--- config.mk ---
export PLATFORM = sky130hd
export DESIGN_NAME = uart_trans
export DESIGN_NICKNAME = d
export VERILOG_FILES = /design/src/rtl/uart_trans.sv
export SDC_FILE = /design/constraint.sdc
export NUM_CORES = 1
export LEC_CHECK = 0
export ABC_AREA = 1
export BUFFER_PORTS_ARGS = -buffer_cell sky130_fd_sc_hd__buf_4
export CAP_MARGIN = 40
export CORE_MARGIN = 1
export CORE_UTILIZATION = 48
export DETAILED_ROUTE_END_ITERATION = 16
export PLACE_DENSITY_LB_ADDON = 0.3
export SLEW_MARGIN = 20
export SYNTH_ARGS = -nofsm -noshare
export SYNTH_HDL_FRONTEND = slang
export SYNTH_SLANG_ARGS = --single-unit
--- constraint.sdc ---
create_clock -name clk -period 1.7 [get_ports clk]
set_input_delay 0.085 -clock clk [delete_from_list [all_inputs] [get_ports clk]]
set_output_delay 0.085 -clock clk [all_outputs]
set_load 0.005 [all_outputs]
--- src/rtl/uart_trans.sv ---
// 8N1 UART transmitter with an internal byte FIFO.
// Line outputs are registered from the FSM state, so they trail the state by one cycle.
module uart_trans #(
  parameter int unsigned PERIOD = 10417,
  parameter int unsigned DEPTH  = 16
) (
  input  logic       clk,
  input  logic       rst,
  input  logic [7:0] data,
  input  logic       wr_en,
  output logic       full,
  output logic       empty,
  output logic       overflow,
  output logic       busy,
  output logic       serial_out
);

  localparam int unsigned PW = $clog2(DEPTH);
  localparam int unsigned CW = PW + 1;
  localparam int unsigned TW = $clog2(PERIOD);

  typedef enum logic [1:0] {s_IDLE, s_START, s_DATA, s_STOP} state_t;

  logic [7:0]    mem_q [DEPTH];
  logic [PW-1:0] wptr_q, rptr_q;
  logic [CW-1:0] count_q, count_d;
  logic          full_q, empty_q, ovf_q;

  state_t        state_q;
  logic [TW-1:0] tick_q;
  logic [2:0]    idx_q;
  logic [7:0]    shift_q;
  logic          serial_q, busy_q;

  logic push, pop, last_tick;

  always_comb begin
    last_tick = (tick_q == TW'(PERIOD - 1));
    push      = wr_en && !full_q;
    pop       = !empty_q && ((state_q == s_IDLE) || (state_q == s_STOP && last_tick));
    count_d   = count_q;
    if (push && !pop)
      count_d = count_q + CW'(1);
    else if (!push && pop)
      count_d = count_q - CW'(1);
  end

  always_ff @(posedge clk) begin
    if (push)
      mem_q[wptr_q] <= data;
  end

  always_ff @(posedge clk) begin
    if (rst) begin
      wptr_q  <= '0;
      rptr_q  <= '0;
      count_q <= '0;
      full_q  <= 1'b0;
      empty_q <= 1'b1;
      ovf_q   <= 1'b0;
    end else begin
      if (push)
        wptr_q <= wptr_q + PW'(1);
      if (pop)
        rptr_q <= rptr_q + PW'(1);
      count_q <= count_d;
      full_q  <= (count_d == CW'(DEPTH));
      empty_q <= (count_d == '0);
      ovf_q   <= wr_en && full_q;
    end
  end

  always_ff @(posedge clk) begin
    if (rst) begin
      state_q  <= s_IDLE;
      tick_q   <= '0;
      idx_q    <= '0;
      shift_q  <= '0;
      serial_q <= 1'b1;
      busy_q   <= 1'b0;
    end else begin
      case (state_q)
        s_START: serial_q <= 1'b0;
        s_DATA:  serial_q <= shift_q[0];
        default: serial_q <= 1'b1;
      endcase
      busy_q <= (state_q != s_IDLE);

      case (state_q)
        s_IDLE: begin
          tick_q <= '0;
          idx_q  <= '0;
          if (pop) begin
            shift_q <= mem_q[rptr_q];
            state_q <= s_START;
          end
        end
        s_START: begin
          if (last_tick) begin
            tick_q  <= '0;
            idx_q   <= '0;
            state_q <= s_DATA;
          end else begin
            tick_q <= tick_q + TW'(1);
          end
        end
        s_DATA: begin
          if (last_tick) begin
            tick_q  <= '0;
            shift_q <= shift_q >> 1;
            if (idx_q == 3'd7)
              state_q <= s_STOP;
            else
              idx_q <= idx_q + 3'd1;
          end else begin
            tick_q <= tick_q + TW'(1);
          end
        end
        default: begin
          if (last_tick) begin
            tick_q <= '0;
            if (pop) begin
              shift_q <= mem_q[rptr_q];
              state_q <= s_START;
            end else begin
              state_q <= s_IDLE;
            end
          end else begin
            tick_q <= tick_q + TW'(1);
          end
        end
      endcase
    end
  end

  assign full       = full_q;
  assign empty      = empty_q;
  assign overflow   = ovf_q;
  assign busy       = busy_q;
  assign serial_out = serial_q;

endmodule

==> key figures, run 1 <==
Floorplan
  • Initial Util: between 40% and 50%
  • I/O pins: 16
  • # rows: between 40 and 50
  • Placeable Area: 15,300 um^2
  • DIE AREA: 16,100 um^2
  • Die H: 127 um
  • Die Wd: approximately 130 um

Synth
  • Syn Area/Cell: between 10 and 15 um^2
  • Cell variety after synth: 41
  • Synth Flop Type: edfxtp_1
  • Number of flops mapped to enable cells by yosys: between 100 and 150
  • Netlist Area Pre-Place: between 7000 and 8000 um^2
  • Async set-reset flop share out of synthesis: 0%
  • Register area share after synthesis: ~64%
  • Post-synthesis cell count: roughly 690
  • Yosys warning count: 0
  • Syn nets: between 700 and 800
  • Synthesized flop and latch total: 177

Global route
  • Grt total ovfl: 0
  • Vias in the first global route: between 4,000 and 5,000
  • Initial antenna violation count: 0
  • Largest net degree at the start of global routing: 47
  • First-pass GRT wire length: roughly 26,000 um
  • All-Layer GR Usage: between 20% and 30%

Drt
  • Drt total wl: 16,700 um
  • Wire length per cell: between 15 and 20 um
  • DRC violations left: 0
  • 1st-pass router iterations: 5
  • DR vias: around 5,200
  • Antenna Nets Post-Route: 0
  • Initial DRC count: ~370
  • Via/cell ratio: between 5 and 6

Placement
  • Port Buf Inserts: 15
  • Final GP Congestion: around 0.8
  • Dpl cells: 920
  • Detailed Place HPWL: approximately 10,000 um

Flow run
  • Total of max-cap violations: 0

Final layout
  • Non-Filler Instances: between 900 and 1,000
  • Area of the multi-input gates: between 2000 and 2500 um^2
  • Area added between synthesis and finish: 19.2%
  • # diodes: 0
  • NumNets Final: ~770
  • Share of cells above drive strength 1: 21.2%
  • FILL cells: roughly 1,200
  • Storage element area: 4840 um^2
  • Commonest non-fill, non-tap cell in the layout: edfxtp_1
  • Commonest non-fill, non-tap cells in the layout: edfxtp_1, nor2_1, o21ai_0

Timing
  • Period utilization: between 90 and 100%
  • Fmax: 600 MHz
  • # setup viols final: 0
  • Final Max Slew Viols: 0
  • Worst-Margin Slew: approximately 0.36 ns
  • Final min period: around 1.7 ns
  • Fin Setup TNS: 0 ns
  • Clk_skew: approximately 0.0095 ns
  • Final Hold Viols: 0
  • Slew HR: 76.1%
  • RSZ-0062 raised after global routing: true

Clock network
  • Clock Tree Root: clkbuf_16
  • Worst-Skew Late Latency: between 0.4 and 0.5 ns
  • Htree depth: 4
  • Clock transition at the registers of the reported paths: roughly 0.07 ns
  • CTS buffer count: 17
  • CTS tree: built
  • Bufs on Longest Clock Path: 2
  • CTS sink count: 177

Outcome
  • Status: complete, no violations

Setup path
  • CP max FO: 8
  • Top delay family on crit path: simple AND/OR/NAND/NOR gates
  • Req. time, crit path: a little over 2 ns
  • Critical Path Slowest Stage Cell: dfxtp_2
  • Crit path DAT: 2.02 ns
  • R2R setup slack: 0.03 ns
  • CP cell instances: inv_2, nor2_2, nand2_2, nor2_4, nand2_4, nand2_8, nand2_8, nand2_8, nand2_2, nand2_1, nand2_1, nor2_4, nand2_1, nor2_1
  • CP Launch Type: register
  • Crit path capture type: register
  • Slowest stage delay, CP: approximately 0.34 ns
  • CP bufs+invs: 1
  • Critical Setup Path Class: register to register

Hold path
  • Hold Path Class: input port to register

Pwr
  • Ratio of total power to cell area: around 1600 nW/um^2
  • Leak Pwr: around 3.2 nW
  • VDD IR max: approximately 1.1 mV
## metal layers
metal | part of all wire, % | track usage [%] | up-vias
met5 | 0 | 0 | -
met4 | 1.5 | 5.95 | 0
met3 | 6.5 | 4.98 | 20
met2 | 48 | 34.1 | 184
met1 | 44 | 28.9 | 2498
li1 | - | - | 2530
## area by class of cell
type | instances | share of cell area [%]
sequential | 177 | 54.2
multi-input combinational | 434 | 27.9
timing repair buffer | 64 | 6.55
clock buffer | 17 | 4.76
tap | 211 | 2.95
inverter | 47 | 2.07
clock inverter | 15 | 1.58
timing repair inverter | 1 | 0.0559
## registers in the layout, indices dropped and copies added, names as in the netlist, named ones only
signal	cells
busy	1
count_q	5
empty	1
full	1
idx_q	3
mem_q	128
overflow	1
rptr_q	4
serial_out	1
shift_q	8
state_q	2
tick_q	14
wptr_q	4
## Yosys cell counts (all sizes together), types with 2 or more instances
master  instances  area (um^2)
edfxtp        128         3840
nor2          128          546
o21ai          74          374
nand2          69          333
dfxtp          49          981
inv            46          173
nand3          40          213
a21oi          36          180
o211ai         36          270
clkbuf         20         75.1
ha             15          188
buf            10         58.8
xor2            6         52.6
nor3            4         25.0
o21a            4         30.0
nand4           3         18.8
nor3b           3         22.5
o221ai          3         26.3
xnor2           3         26.3
nor4            2         12.5
## what timing repair did
item                       4_1_cts  5_1_grt
hold endpoints to repair        18        0
pin swaps                        0       26
gates resized for setup          3       48
cloned                           0        5
setup endpoints to repair        9       20
buffers inserted                 0        6
hold buffers                     3        0
## final timing paths
path | start | end | depth (start not counted)
setup / recovery | tick_q[7] | full | 14
hold / removal | data[2] | mem_q[13][2] | 1
setup reg to reg | tick_q[7] | full | 14
hold reg to reg | tick_q[0] | tick_q[0] | 1
## metrics by stage
step / hold slack (ns) / cell area, um^2 / worst slack [ns] / total power (W) / util (%)
5_1_grt: 0.0124 / 8950 / -0.0990 / 0.0149 / 58.6
6_report: 0.0146 / 8950 / 0.0320 / 0.0141 / 58.6
2_1_floorplan: 0.184 / 7510 / 0.00990 / 0.00838 / -
3_3_place_gp: 0.311 / 8070 / -0.00279 / 0.00954 / 52.9
4_1_cts: 0.00433 / 8670 / 0.0106 / 0.0135 / 56.8
3_5_place_dp: 0.360 / 8070 / -0.0641 / 0.00969 / 52.9
## kinds of logic after synthesis
| kind of cell | share of synthesized area, % |
|---|---|
| adder cells (fa/ha/maj) | 2.50 |
| XOR/XNOR | 1.05 |
| flip-flops | 64.3 |
| AND/OR/NAND/NOR | 15.7 |
| AO/OA/AOI/OAI | 12.4 |
| buffers and inverters | 4.13 |
## worst reg2reg max path, stage by stage (launching register included)
cell and delay (ns):
dfxtp_2 0.34, inv_2 0.05, nor2_2 0.10, nand2_2 0.08, nor2_4 0.13, nand2_4 0.10, nand2_8 0.12, nand2_8 0.08
nand2_8 0.11, nand2_2 0.05, nand2_1 0.08, nand2_1 0.10, nor2_4 0.11, nand2_1 0.06, nor2_1 0.10
## power breakdown
| group | switching [W] | total (W) | internal, W |
|---|---|---|---|
| sequential | 0.000303 | 0.00531 | 0.00501 |
| clock | 0.00157 | 0.00372 | 0.00215 |
| combinational | 0.00309 | 0.00502 | 0.00193 |
No activity file was read; power rests on OpenSTA's default activity.
==> run 2, diff against run 1 <==
--- a/config.mk
+++ b/config.mk
@@ -10,6 +10,7 @@
 export CAP_MARGIN = 40
 export CORE_MARGIN = 1
 export CORE_UTILIZATION = 48
+export CTS_BUF_LIST = sky130_fd_sc_hd__clkbuf_8
 export DETAILED_ROUTE_END_ITERATION = 16
 export PLACE_DENSITY_LB_ADDON = 0.3
 export SLEW_MARGIN = 20
==> constraint.sdc (replaced) <==
create_clock -name clk -period 1.7 [get_ports clk]
set_input_delay 0.085 -clock clk [delete_from_list [all_inputs] [get_ports clk]]
set_output_delay 0.085 -clock clk [all_outputs]
set_load 0.01 [all_outputs]
==> run 2 against run 1 <==
Against the previous run: non-clock buffer count increased by 6; flip-flop and latch count unchanged; global-route usage decreased by 0.22 points; final area decreased by 1.5%; sequential power about the same; clock skew increased by 0.0043 ns; clock power decreased by 26%; worst hold slack improved by 0.44 ns; clock-buffer cell count unchanged; critical endpoint is now shift_q[5].
==> key figures, run 2 (synthesis gave the netlist of run 1 again) <==
Outcome
  • Status: complete, no violations

Final layout
  • Largest Register: mem_q
  • Regs by FF count: mem_q x128, tick_q x14, shift_q x8
  • Non-Filler Instances: 972 (+0.62%)
  • Post-route design area: 8810 um^2 (-1.5%)
  • Share of cells above drive strength 1: 19.7% (-1.5 points)
  • Storage element area: 4840 um^2 (about the same)
  • Area of the multi-input gates: 2480 um^2 (-0.45%)
  • NumNets Final: 774 (+0.78%)
  • Commonest non-fill, non-tap cell in the layout: edfxtp_1
  • Max FFs per register: 128 (unchanged)
  • FILL cells: 1,212 (+1.9%)
  • Commonest non-fill, non-tap cells in the layout: edfxtp_1, nor2_1, o21ai_0
  • Area added between synthesis and finish: 17.4%
  • # diodes: 0 (unchanged)

Floorplan
  • # rows: 45 (unchanged)
  • Die Wd: 127 um (unchanged)
  • Placeable Area: 15,300 um^2 (unchanged)
  • Die H: 127 um (unchanged)
  • DIE AREA: 16,100 um^2 (unchanged)
  • Initial Util: 49.2% (unchanged)
  • I/O pins: 16 (unchanged)

Placement
  • Detailed Place HPWL: 10,300 um (unchanged)
  • Worst slack, placed: -0.0641 ns (unchanged)
  • Placed cell areas: 8070 um^2 (unchanged)
  • Dpl cells: 920 (unchanged)
  • Final GP Congestion: 0.801 (unchanged)
  • Port Buf Inserts: 15 (unchanged)

Timing
  • Worst-Margin Slew: 0.363 ns (+0.00752 ns)
  • Final Hold Viols: 0 (unchanged)
  • Period utilization: 97.0% (-1.1 points)
  • Final WS setup: 0.0512 ns (+0.0193 ns)
  • Fmax: 607 MHz (+1.2%)
  • # setup viols final: 0 (unchanged)
  • Fin Setup TNS: 0 ns (unchanged)
  • Final min period: 1.65 ns (-0.0193 ns)
  • Final Max Slew Viols: 0 (unchanged)
  • Clk_skew: 0.0138 ns (+0.00432 ns)
  • Slew HR: 75.5% (-0.51 points)
  • RSZ-0062 raised after global routing: true

Clock network
  • CTS tree: built
  • Bufs on Longest Clock Path: 2 (unchanged)
  • Clock Tree Root: clkbuf_8
  • Htree depth: 4 (unchanged)
  • CTS buffer count: 17 (unchanged)
  • CTS sink count: 177 (unchanged)
  • Worst-Skew Late Latency: 0.46 ns (+0.04 ns)
  • Clock transition at the registers of the reported paths: 0.09 ns (+0.02 ns)

Setup path
  • Crit path DAT: 2.03 ns (about the same)
  • Critical Setup Path Class: register to register
  • Critical Path Slowest Stage Cell: dfxtp_4
  • CP max FO: 29 (+21)
  • Top delay family on crit path: compound AO/OA/AOI/OAI gates
  • Req. time, crit path: 2.08 ns (+0.03 ns)
  • Crit path capture type: register
  • CP bufs+invs: 1 (unchanged)
  • CP cell instances: buf_12, o21ai_0, o211ai_1, nand3_1, nand3_1, o211ai_1, a21oi_1
  • CP Launch Type: register
  • Slowest stage delay, CP: 0.44 ns (+0.10 ns)

Global route
  • Grt total ovfl: 0 (unchanged)
  • Largest net degree at the start of global routing: 47 (unchanged)
  • All-Layer GR Usage: 21.0% (-0.22 points)
  • First-pass GRT wire length: 25,700 um (-1.2%)
  • Vias in the first global route: 4,963 (-0.040%)
  • Initial antenna violation count: 0 (unchanged)

Drt
  • Wire length per cell: 16.8 um (-3.3%)
  • DRC violations left: 0 (unchanged)
  • Via/cell ratio: 5.37 (-0.77%)
  • Drt total wl: 16,300 um (-2.7%)
  • 1st-pass router iterations: 5 (unchanged)
  • Initial DRC count: 423 (+16%)
  • DR vias: 5,224 (-0.15%)
  • Antenna Nets Post-Route: 0 (unchanged)

Pwr
  • Tot Pwr: 0.0131 W (-6.9%)
  • VDD IR max: 1.15 mV (+6.4%)
  • Leak Pwr: 3.13 nW (-2.0%)
  • Ratio of total power to cell area: 1490 nW/um^2 (-5.5%)

Hold path
  • Hold Path Class: register to register

Flow run
  • Total of max-cap violations: 0 (unchanged)
-- run 2: cell count changes in the layout (fill, tap and decap cells not counted), moves of 2 or more --
cell / previous run / this run
clkbuf_16: 20 / 2
clkbuf_8: 0 / 17
dlygate4sd3_1: 3 / 11
nand2_1: 50 / 58
nand2_2: 12 / 5
buf_4: 53 / 49
buf_8: 0 / 2
nand2_4: 4 / 2
o21ai_0: 72 / 70
o21ai_1: 1 / 3
-- run 2: worst reg2reg max path, cell delays in order (launching register included) --
cell and delay (ns):
dfxtp_4 0.44, buf_12 0.19, o21ai_0 0.11, o211ai_1 0.29
nand3_1 0.18, nand3_1 0.14, o211ai_1 0.09, a21oi_1 0.13
-- run 2: report_power, final --
part	internal (W)	switching [W]
Sequential	0.00500	0.000298
Combinational	0.00194	0.00308
Clock	0.00129	0.00148
-- run 2: path summary, 6_finish.rpt --
kind / startpoint / to / slack [ns] / cells after the start
worst max register to register: register / shift_q[5] / 0.05 / 7
worst min-delay path: tick_q[0] / tick_q[0] / 0.45 / 1
worst max-delay path: register / shift_q[5] / 0.05 / 7
worst min register to register: tick_q[0] / tick_q[0] / 0.45 / 1
-- run 2: layout make-up --
class / instances / area share (%)
sequential: 177 / 55.0
inverter: 47 / 2.13
tap: 211 / 3.00
timing repair inverter: 1 / 0.0568
timing repair buffer: 70 / 7.40
multi-input combinational: 434 / 28.2
clock buffer: 17 / 2.66
clock inverter: 15 / 1.60
-- run 2: metrics by stage --
step	hold WS [ns]	utilization [%]
2_1_floorplan	0.184	-
3_3_place_gp	0.311	52.9
3_5_place_dp	0.360	52.9
4_1_cts	0.473	56.1
5_1_grt	0.456	57.7
6_report	0.450	57.7
-- run 2: metal layers --
layer	vias to the layer above	wire, um	track usage (%)
li1	2532	-	-
met1	2504	7400	28.9
met2	159	7730	33.3
met3	29	853	4.98
met4	0	308	6.23
met5	-	0	0
-- run 2: repair_timing --
item	in CTS	in global routing
endpoints found under the hold margin	147	0
pin swaps	0	14
gates cloned	0	4
hold buffers	11	0
buffers inserted	0	5
setup endpoints to repair	10	20
gates resized for setup	3	48
==> run 3, diff against run 2 <==
--- a/config.mk
+++ b/config.mk
@@ -5,7 +5,6 @@
 export SDC_FILE = /design/constraint.sdc
 export NUM_CORES = 1
 export LEC_CHECK = 0
-export ABC_AREA = 1
 export BUFFER_PORTS_ARGS = -buffer_cell sky130_fd_sc_hd__buf_4
 export CAP_MARGIN = 40
 export CORE_MARGIN = 1
==> run 3 against run 2 <==
Against the previous run: the run now ends with DRC, setup timing left; maximum frequency is 27% lower; global-route usage down 0.63 points; combinational power is 27% lower; worst setup slack lost 0.60 ns; final area increased by 3.8%; cell count down 18%; clock-buffer cell count is the same.
==> key figures, run 3 <==
Timing
  • # setup viols final: 42 (+42)
  • Fin Setup TNS: -15.11 ns (-15.11 ns)
  • Final Hold Viols: 0 (unchanged)
  • Final min period: 2.25 ns (+0.605 ns)
  • Fmax: 444 MHz (-27%)
  • Worst-Margin Slew: 0.691 ns (+0.328 ns)
  • Slew HR: 53.7% (-22 points)
  • Clk_skew: 0.00876 ns (-0.00502 ns)
  • Final WS setup: -0.553 ns (-0.605 ns)
  • Final Max Slew Viols: 0 (unchanged)
  • Period utilization: 133% (+36 points)
  • RSZ-0062 raised after global routing: true

Setup path
  • Req. time, crit path: 2.05 ns (-0.03 ns)
  • Critical Path Slowest Stage Cell: or4b_4
  • CP bufs+invs: 0 (-1)
  • Top delay family on crit path: simple AND/OR/NAND/NOR gates
  • Slowest stage delay, CP: 0.57 ns (+0.13 ns)
  • Crit path DAT: 2.60 ns (+0.57 ns)
  • Crit path capture type: register
  • Critical Setup Path Class: register to register
  • CP cell instances: or4b_4, or4_4, a221oi_4, nor2_4, a221o_1
  • CP Launch Type: register
  • CP max FO: 7 (-76%)

Global route
  • Grt total ovfl: 0 (unchanged)
  • Initial antenna violation count: 0 (unchanged)
  • All-Layer GR Usage: 20.4% (-0.63 points)
  • Largest net degree at the start of global routing: 28 (-40%)
  • First-pass GRT wire length: 23,800 um (-7.5%)
  • Vias in the first global route: 4,545 (-8.4%)

Floorplan
  • DIE AREA: 15,700 um^2 (-2.7%)
  • I/O pins: 16 (unchanged)
  • # rows: 44 (-2.2%)
  • Die Wd: 125 um (-1.4%)
  • Placeable Area: 14,700 um^2 (-3.7%)
  • Die H: 125 um (-1.4%)
  • Initial Util: 49.7% (+0.46 points)

Pwr
  • Ratio of total power to cell area: 1250 nW/um^2 (-16%)
  • Leak Pwr: 3.23 nW (+3.1%)
  • VDD IR max: 1.05 mV (-9.1%)

Synth
  • Synth Flop Type: edfxtp_1
  • Cell variety after synth: 47 (+15%)
  • Syn nets: 503 (-29%)
  • Largest area contributor in the netlist: edfxtp_1
  • Yosys top cell area share: 52.7% (+1.5 points)
  • Largest cells by area after synthesis: edfxtp_1, dfxtp_1, mux4_2
  • Yosys warning count: 0 (unchanged)
  • Most frequent cell after synthesis: edfxtp_1
  • Register area share after synthesis: 66.1% (+1.8 points)
  • Commonest cells in the netlist: edfxtp_1, dfxtp_1, nor2_1
  • Synthesized flop and latch total: 177 (unchanged)
  • Number of flops mapped to enable cells by yosys: 128 (unchanged)
  • Post-synthesis cell count: 477 (-31%)
  • Syn Area/Cell: 15.3 um^2 (+40%)
  • Netlist Area Pre-Place: 7300 um^2 (-2.8%)
  • Async set-reset flop share out of synthesis: 0% (unchanged)

Hold path
  • Hold Path Class: input port to register

Drt
  • DRC violations left: 2 (+2)
  • Wire length per cell: 19.1 um (+14%)
  • Initial DRC count: 348 (-18%)
  • Via/cell ratio: 5.52 (+2.6%)
  • 1st-pass router iterations: 11 (+6)
  • Antenna Nets Post-Route: 0 (unchanged)
  • DR vias: 4,374 (-16%)
  • Drt total wl: 15,100 um (-7.0%)

Final layout
  • Share of cells above drive strength 1: 37.6% (+18 points)
  • Regs by FF count: mem_q x128, tick_q x14, shift_q x8
  • Max FFs per register: 128 (unchanged)
  • Largest Register: mem_q
  • Commonest non-fill, non-tap cells in the layout: edfxtp_1, buf_4, dfxtp_1
  • Commonest non-fill, non-tap cell in the layout: edfxtp_1
  • Non-Filler Instances: 793 (-18%)
  • NumNets Final: 622 (-20%)
  • Area added between synthesis and finish: 25.4%
  • # diodes: 0 (unchanged)

Clock network
  • Bufs on Longest Clock Path: 2 (unchanged)
  • Worst-Skew Late Latency: 0.45 ns (about the same)
  • CTS buffer count: 17 (unchanged)
  • Clock Tree Root: clkbuf_8
  • Clock transition at the registers of the reported paths: 0.09 ns (about the same)
  • CTS tree: built
  • CTS sink count: 177 (unchanged)
  • Htree depth: 4 (unchanged)

Placement
  • Final GP Congestion: 0.813 (+1.5%)
  • Dpl cells: 742 (-19%)
  • Detailed Place HPWL: 9680 um (-5.7%)
  • Worst slack, placed: -0.593 ns (-0.529 ns)
  • Port Buf Inserts: 15 (unchanged)

Outcome
  • Failing checks: DRC, setup timing
  • Status: finished, violations left

Flow run
  • Total of max-cap violations: 0 (unchanged)
[run 3: cell types whose count changed after synthesis, moves of 10 or more]
cell	change
nor2_1	-70
o21ai_0	-64
nand2_1	-40
o211ai_1	-36
nand3_1	-33
mux4_2	+32
a21oi_1	-27
inv_1	-26
mux2i_1	+16
nor2b_1	+10
[run 3: area by class of cell]
class / count / area (um^2)
sequential: 177 / 4830
multi-input combinational: 265 / 2600
timing repair buffer: 122 / 1070
fill: 1073 / 5550
inverter: 13 / 48.8
clock buffer: 17 / 234
clock inverter: 15 / 129
tap: 184 / 230
[run 3: path summary, 6_finish.rpt]
check / from / end / slack [ns] / cells past startpoint
worst max-delay path: tick_q[9] / shift_q[0] / -0.55 / 5
worst min-delay path: rst / rptr_q[0] / 0.12 / 3
worst max register to register: tick_q[9] / shift_q[0] / -0.55 / 5
worst min register to register: full / overflow / 0.48 / 2
[run 3: per-stage QoR]
step           total power [W]  util, %  hold WS, ns  cell area (um^2)
2_1_floorplan          0.00714        -        0.184              7450
3_3_place_gp           0.00829     57.3        0.321              8430
3_5_place_dp           0.00837     57.3        0.334              8430
4_1_cts                 0.0113     61.1       0.0995              8990
5_1_grt                 0.0120     62.2       0.0984              9150
6_report                0.0114     62.2        0.120              9150
[run 3: what timing repair did]
action                     in CTS  in global routing
setup buffers                   5                  5
hold endpoints to repair      129                  0
hold buffers                    9                  0
setup endpoints to repair      67                158
cloned                          1                  0
pin swaps                       5                  8
resized for setup              17                 32
[run 3: cell families after synthesis]
| family | share of synthesized area, % |
|---|---|
| compound gates | 5.61 |
| xor+xnor | 1.92 |
| fa+ha+maj | 2.57 |
| buf+inv | 1.99 |
| flops | 66.1 |
| mux | 12.5 |
| simple gates | 9.33 |
[run 3: power breakdown]
part | switching, W | internal, W | total, W
clock network | 0.00161 | 0.00106 | 0.00267
registers | 0.000184 | 0.00492 | 0.00510
logic | 0.00170 | 0.00193 | 0.00364
total | 0.00350 | 0.00791 | 0.0114
[run 3: per-layer routing]
layer  GRT usage, %  wire (um)  part of all wire (%)  vias up
met2           34.5       7690                    51       88
met4           6.67        230                   1.5        0
li1               -          -                     -     2077
met3           4.66        682                   4.5       17
met1           26.0       6550                    43     2192
met5              0          0                     0        -
[run 3: worst register-to-register path: stages (launching register included)]
cell      delay (ns)
dfxtp_2         0.33
or4b_4          0.57
or4_4           0.48
a221oi_4        0.32
nor2_4          0.09
a221o_1         0.36
